==> config.mk <==
export PLATFORM = sky130hd
export DESIGN_NAME = fsm_ctrl_gen
export DESIGN_NICKNAME = d
export VERILOG_FILES = /design/src/rtl/fsm_ctrl_gen.sv
export SDC_FILE = /design/constraint.sdc
export NUM_CORES = 1
export LEC_CHECK = 0
export CAP_MARGIN = 20
export CORE_MARGIN = 10
export CORE_UTILIZATION = 40
export CTS_BUF_LIST = sky130_fd_sc_hd__clkbuf_8
export DETAILED_ROUTE_END_ITERATION = 10
export MAX_ROUTING_LAYER = met4
export PLACE_DENSITY = 0.75
export SYNTH_ARGS = -nofsm -noshare
export SYNTH_HDL_FRONTEND = slang
export SYNTH_SLANG_ARGS = --single-unit
==> constraint.sdc <==
create_clock -name clk -period 1.53 [get_ports clk]
set_clock_uncertainty 0.1 [all_clocks]
set_input_delay 0.306 -clock clk [delete_from_list [all_inputs] [get_ports clk]]
set_output_delay 0.306 -clock clk [all_outputs]
set_load 0.02 [all_outputs]
==> src/rtl/fsm_ctrl_gen.sv <==
// Dispense controller: IDLE/ARMED/RUN/HOLD/ERROR sequencer driving one-hot motor channels.
// Optional RUN watchdog enabled by defining FSM_CTRL_WATCHDOG_EN.
`timescale 1ns/1ps
module fsm_ctrl_gen #(
  parameter int unsigned N_CH       = 4,
  parameter int unsigned SEL_W      = 2,
  parameter int unsigned HOLD_TICKS = 8,
  parameter int unsigned WDOG_TICKS = 1000
) (
  input  logic             clk,
  input  logic             reset,
  input  logic [1:0]       mode,
  input  logic [SEL_W-1:0] sel,
  input  logic             sel_valid,
  input  logic             el,
  input  logic             lp,
  input  logic             done,
  output logic [N_CH-1:0]  motor,
  output logic [2:0]       lcd,
  output logic             led,
  output logic             buzzer,
  output logic             busy
);

  localparam int unsigned HOLD_W = $clog2(HOLD_TICKS + 1);

  localparam logic [2:0] S_IDLE  = 3'd0;
  localparam logic [2:0] S_ARMED = 3'd1;
  localparam logic [2:0] S_RUN   = 3'd2;
  localparam logic [2:0] S_HOLD  = 3'd3;
  localparam logic [2:0] S_ERROR = 3'd4;

  if (N_CH < 1 || N_CH > 16 || (2 ** SEL_W) < N_CH || HOLD_TICKS < 1 || WDOG_TICKS < 2)
  begin : g_param_chk
    $error("fsm_ctrl_gen: illegal parameter combination");
  end

  logic [2:0]        state_q, state_d;
  logic [SEL_W-1:0]  ch_q, ch_d;
  logic [HOLD_W-1:0] hold_q, hold_d;
  logic              mode_off;

  assign mode_off = (mode[1] == mode[0]);

`ifdef FSM_CTRL_WATCHDOG_EN
  localparam int unsigned WD_W = $clog2(WDOG_TICKS + 1);
  logic [WD_W-1:0] wd_q, wd_d;

  always_ff @(posedge clk or posedge reset) begin
    if (reset) wd_q <= '0;
    else       wd_q <= wd_d;
  end
`endif

  always_ff @(posedge clk or posedge reset) begin
    if (reset) begin
      state_q <= S_IDLE;
      ch_q    <= '0;
      hold_q  <= '0;
    end else begin
      state_q <= state_d;
      ch_q    <= ch_d;
      hold_q  <= hold_d;
    end
  end

  // Counters read zero outside their own state, so each is cleared on entry.
  always_comb begin
    state_d = state_q;
    ch_d    = ch_q;
    hold_d  = '0;
`ifdef FSM_CTRL_WATCHDOG_EN
    wd_d    = '0;
`endif
    case (state_q)
      S_IDLE: begin
        if (mode == 2'b01) state_d = S_ARMED;
      end
      S_ARMED: begin
        if (sel_valid) begin
          if (32'(sel) >= N_CH) begin
            state_d = S_ERROR;
          end else if (el && !lp) begin
            ch_d    = sel;
            state_d = S_RUN;
          end
        end
      end
      S_RUN: begin
        if (done) begin
          state_d = S_HOLD;
`ifdef FSM_CTRL_WATCHDOG_EN
        end else if (wd_q == WD_W'(WDOG_TICKS - 1)) begin
          state_d = S_ERROR;
        end else begin
          wd_d = wd_q + WD_W'(1);
`endif
        end
      end
      S_HOLD: begin
        if (hold_q == HOLD_W'(HOLD_TICKS - 1)) state_d = S_ARMED;
        else                                   hold_d  = hold_q + HOLD_W'(1);
      end
      S_ERROR: begin
        state_d = S_ERROR;
      end
      default: begin
        state_d = S_IDLE;
      end
    endcase

    // Service mode always wins; off only aborts an active sequence, never ERROR.
    if (mode == 2'b10) begin
      state_d = S_IDLE;
    end else if (mode_off && (state_q == S_ARMED || state_q == S_RUN || state_q == S_HOLD)) begin
      state_d = S_IDLE;
    end
  end

  // Outputs follow the state register directly so reset de-energises immediately.
  always_comb begin
    motor  = '0;
    lcd    = 3'b000;
    led    = 1'b0;
    buzzer = 1'b0;
    busy   = 1'b0;
    case (state_q)
      S_ARMED: lcd = 3'b001;
      S_RUN: begin
        busy = 1'b1;
        if (lp) begin
          lcd = 3'b011;
        end else begin
          lcd   = 3'b010;
          motor = N_CH'(1) << ch_q;
        end
      end
      S_HOLD: begin
        lcd    = 3'b100;
        buzzer = 1'b1;
        busy   = 1'b1;
      end
      S_ERROR: begin
        lcd = 3'b111;
        led = 1'b1;
      end
      default: lcd = 3'b000;
    endcase
  end

endmodule

# Word-level counts from Yosys, hierarchy flattened
# Cells that the tools add are included.
[word_totals] input_bits=10 output_inout_bits=10 regBits=9
[op_classes] eq_ne=13 muxes=17 shifts=1 n_addsub=1 reduce_logical=9
[op_table] op="3-bit 2-to-1 mux" count=7
[op_table] op="4-bit 2-to-1 mux" count=4
[op_table] op="4-bit by 3-bit inequality test with 1-bit output, second input constant" count=4
[op_table] op="3-bit case mux with 5 select lines" count=1
[op_table] op="3-bit case mux with 4 select lines" count=1
[op_table] op="3-bit by 2-bit equality test with 1-bit output, second input constant" count=2
[op_table] op="5-bit AND reduction" count=1
[op_table] op="4-bit by 1-bit adder with 4-bit output, second input constant" count=1
[op_table] op="4-bit by 3-bit equality test with 1-bit output, second input constant" count=1
[op_table] op="1-bit 2-to-1 mux" count=4
[op_table] op="4-bit inequality test, second input constant" count=1
[op_table] op="1-bit by 2-bit left shift with 4-bit output, first input constant" count=1
[op_table] op="3-bit by 1-bit equality test with 1-bit output, second input constant" count=1
[op_table] op="3-bit equality test, second input constant" count=1
[op_table] op="3-bit zero test" count=1
[op_table] op="3-bit AND reduction" count=1
[op_table] op="2-bit by 1-bit equality test with 1-bit output, second input constant" count=1
[op_table] op="2-bit equality test, second input constant" count=1
[op_table] op="1-bit logical AND" count=2
[op_table] op="1-bit logical OR" count=2
[op_table] op="2-bit OR reduction" count=1
[op_table] op="1-bit equality test" count=1
[op_table] op="1-bit zero test" count=1

# Depth between registers and ports, before layout
[depth] ltp_word=7 ltp_mapped=6 mapped_depth_nobuf=5

# Least setup slack after synthesis
# No wires, ideal clock.
[synth_timing] kind="reg2out" startpoint="reg state_q[2]" endpoint="out motor[0]" stages_incl_launch_ff=4 arrival_ns=1.524 setup_slack_ns=-0.400 path_cell_list="dfrtp_1 > buf_2 > nor4b_1 > nor3b_1"
[synth_between] elab_chain_len=2
[synth_lines] item="start, declared" line_no="38" rtl="logic [2:0] state_q, state_d;"
[synth_lines] item="start signal, assigned" line_no="61" rtl="state_q <= state_d;"
[synth_lines] item="3-bit by 2-bit equality test with 1-bit output" line_no="127" rtl="case (state_q)"
[synth_lines] item="4-bit 2-to-1 mux" line_no="127"
[synth_lines] item="end, declared" line_no="18" rtl="output logic [N_CH-1:0] motor,"
# Every way passes these cells.

# Worst setup path after layout
# Ends and elaborated chain as after synthesis.

==> run_results.csv <==
group,metric,value,unit
synth,synth.top_cells.by_count,"9 x dfrtp_1, 8 x nor2_1, 5 x inv_1, 5 x nand2_1",
critical_path,endpoint,"motor[0]",
global_route,use_met3,5.09,%
sta,post-route-period-util,116,%
floorplanning,rows,13,
place,place_congestion,0.835,
sta,rsz0062_at_grt,"true",
global_route,grt_remaining_overflow,0,
synth,synth_edf_count,0,
floorplanning,die_h,57.5,µm
synth,yosysTopAreaCellShare,40.0,%
floorplanning,coreArea,1320,µm²
synth,syn_inst,61,
critical_path,worst-endpoint-arrival,1.37,ns
detailed_routing,dr.pass1.iters,4,
clock_tree,cts_root_buf,"clkbuf_8",
place,post-place-ws,-0.787,ns
global_route,grt_pass1_wl,2880,µm
pwr,p_leak,0.526,nW
clock_tree,worstSkewPairLatency,0.23,ns
critical_path,crit_start,"state_q[2]",
sta,slew_headroom,78.5,%
clock_tree,htreeDepth,1,
run_status,outcome,"finished with violations",
place,port_buffers,19,
finish,drive_above_1_share,55.8,%
run_status,violations,"setup timing",
place,placed_cells,107,
synth,yosysWarnings,0,
pwr,peakVddDrop,552,µV
detailed_routing,via_per_inst,5.08,
clock_tree,cts_hold_buf,0,
synth,seq_area_frac_synth,40.0,%
worst_hold_path,min-delay-path-class,"in2async",
synth,synth.area.top_cells,"dfrtp_1 40%, mux2_4 5.3%, nor2_1 5.3%",
global_route,gr-usage-met2,19.8,%
sta,report.final.slew_viol_count,0,
place,place_hpwl,1290,µm
sta,setup_viol,13,
synth,synthFlopType,"dfrtp_1",
clock_tree,cts_buffer_depth,2,
finish,fin_cells,119,
clock_tree,clk_pin_slew,0.04,ns
global_route,grt_max_degree,10,
floorplanning,initial_core_util,42.7,%
finish,antenna_cells,0,
floorplanning,die_w,57.5,µm
detailed_routing,wl,1830,µm
synth,syn_avg_cell_area,9.23,µm²
synth,post_synth_instance_area,563,µm²
detailed_routing,drc,0,
critical_path,criticalPathCategory,"reg2out",
synth,yosys_register_bits,9,
sta,fmax,564,MHz
pwr,power.density,743,nW/µm²
clock_tree,cts_made_buffers,3,
synth,yosysUniqueCellTypes,31,
detailed_routing,drt_iter0_markers,12,
sta,final-hold-violation-count,0,
detailed_routing,ant_nets,0,
critical_path,ff2ff_path_depth,4,
global_route,grt_pass1_vias,646,
synth,ys_async_sr_fraction,100,%
sta,tns,-2.16,ns
flow_run,cap_violations,0,
critical_path,worstPathMaxFanout,4,
critical_path,crit_required,1.12,ns
detailed_routing,vias,604,
finish,nets,117,
critical_path,reg2reg_from,"state_q[2]",
finish,syn2layout_area_growth,93.8,%
synth,synth_fp_nets,73,
sta,tightest_slew,0.322,ns
sta,fin_hold_ws,0.228,ns
global_route,grtUsageTotal,11.2,%
floorplanning,io-pin-count,20,
synth,synth.most_common_cell,"dfrtp_1",
global_route,antenna_found_initial,0,
critical_path,reg2reg_to,"ch_q[0]",
critical_path,crit_path_start_kind,"flop",
detailed_routing,wl_per_cell,15.4,µm
global_route,grtUsageMet1,11.0,%
global_route,grt_most_used_layer,"met2",
clock_tree,cts_tree,"done",
synth,yosys.area.top_type,"dfrtp_1",
critical_path,reg2reg_slack,-0.15,ns
critical_path,cp-end-kind,"output pin",
sta,finalWorstSetupSlack,-0.244,ns
clock_tree,cts.sinks,9,
sta,min_period,1.77,ns
floorplanning,dieArea,3310,µm²
worst max-delay path: stages (launching register included):
cell and delay, ns:
dfrtp_2 0.43, nor4b_4 0.32, nor3b_4 0.25, buf_6 0.14
state kept, by name (all words and copies together) (netlist names):
name and count:
hold_q 4, state_q 3, ch_q 2
metal layers:
metal	vias up	share of wire (%)
met5	-	0
met2	16	54
li1	300	-
met3	0	6.4
met4	0	0
met1	288	40
stage by stage:
step	power [mW]	util, %	area, µm²
after global routing	0.856	82.8	1090
after floorplan	0.426	-	629
final	0.811	82.8	1090
after detailed placement	0.516	70.4	927
after global placement	0.511	70.4	927
after CTS	0.792	78.3	1030
layout by cell type, fill, tap and decap left out, types with 3 or more instances in the layout:
master           count
buf_4               18
dfrtp_2              3
inv_2                3
buf_6               13
inv_1                4
dfrtp_1              6
nor2_1               6
nand2_1              4
clkdlybuf4s50_1      6
clkbuf_8             3
cell families after synthesis:
group / after synthesis / share of synthesized area, %
AO/OA/AOI/OAI: 9 / 12.0
XOR/XNOR: 3 / 4.67
adder cells (fa/ha/maj): 2 / 4.44
buffers and inverters: 8 / 5.78
flip-flops: 9 / 40.0
multiplexers: 2 / 5.33
AND/OR/NAND/NOR: 28 / 27.8
power by group:
part | switching (mW) | total (mW) | internal [mW]
clock network | 0.0834 | 0.257 | 0.174
logic | 0.0810 | 0.224 | 0.143
registers | 0.0607 | 0.329 | 0.269
total | 0.225 | 0.811 | 0.586
how the worst min path moves through the flow:
stage,slack [ns],to,cells past startpoint
final,0.23,ch_q[1],2
after global routing,0.28,ch_q[1],2
after CTS,0.24,ch_q[0],2
after detailed placement,0.37,hold_q[0],1
after global placement,0.35,hold_q[0],1
after floorplan,0.03,ch_q[0],1
area by class of cell:
| type | instances | area (µm²) |
|---|---|---|
| multi-input cells | 44 | 407 |
| repair buffers | 41 | 369 |
| flip-flops and latches | 9 | 229 |
| fillers | 83 | 226 |
| clock buffers | 3 | 41.3 |
| inverters | 6 | 22.5 |
| well taps | 15 | 18.8 |
| clock inverters | 1 | 3.75 |
repair_timing:
item / CTS / global route
pin swaps: 6 / 10
endpoints found under the setup margin: 14 / 13
gates resized for setup: 72 / 7
buffers inserted: 5 / 5
hold endpoints to repair: 0 / 0
Power figures use the tool's default switching activity.
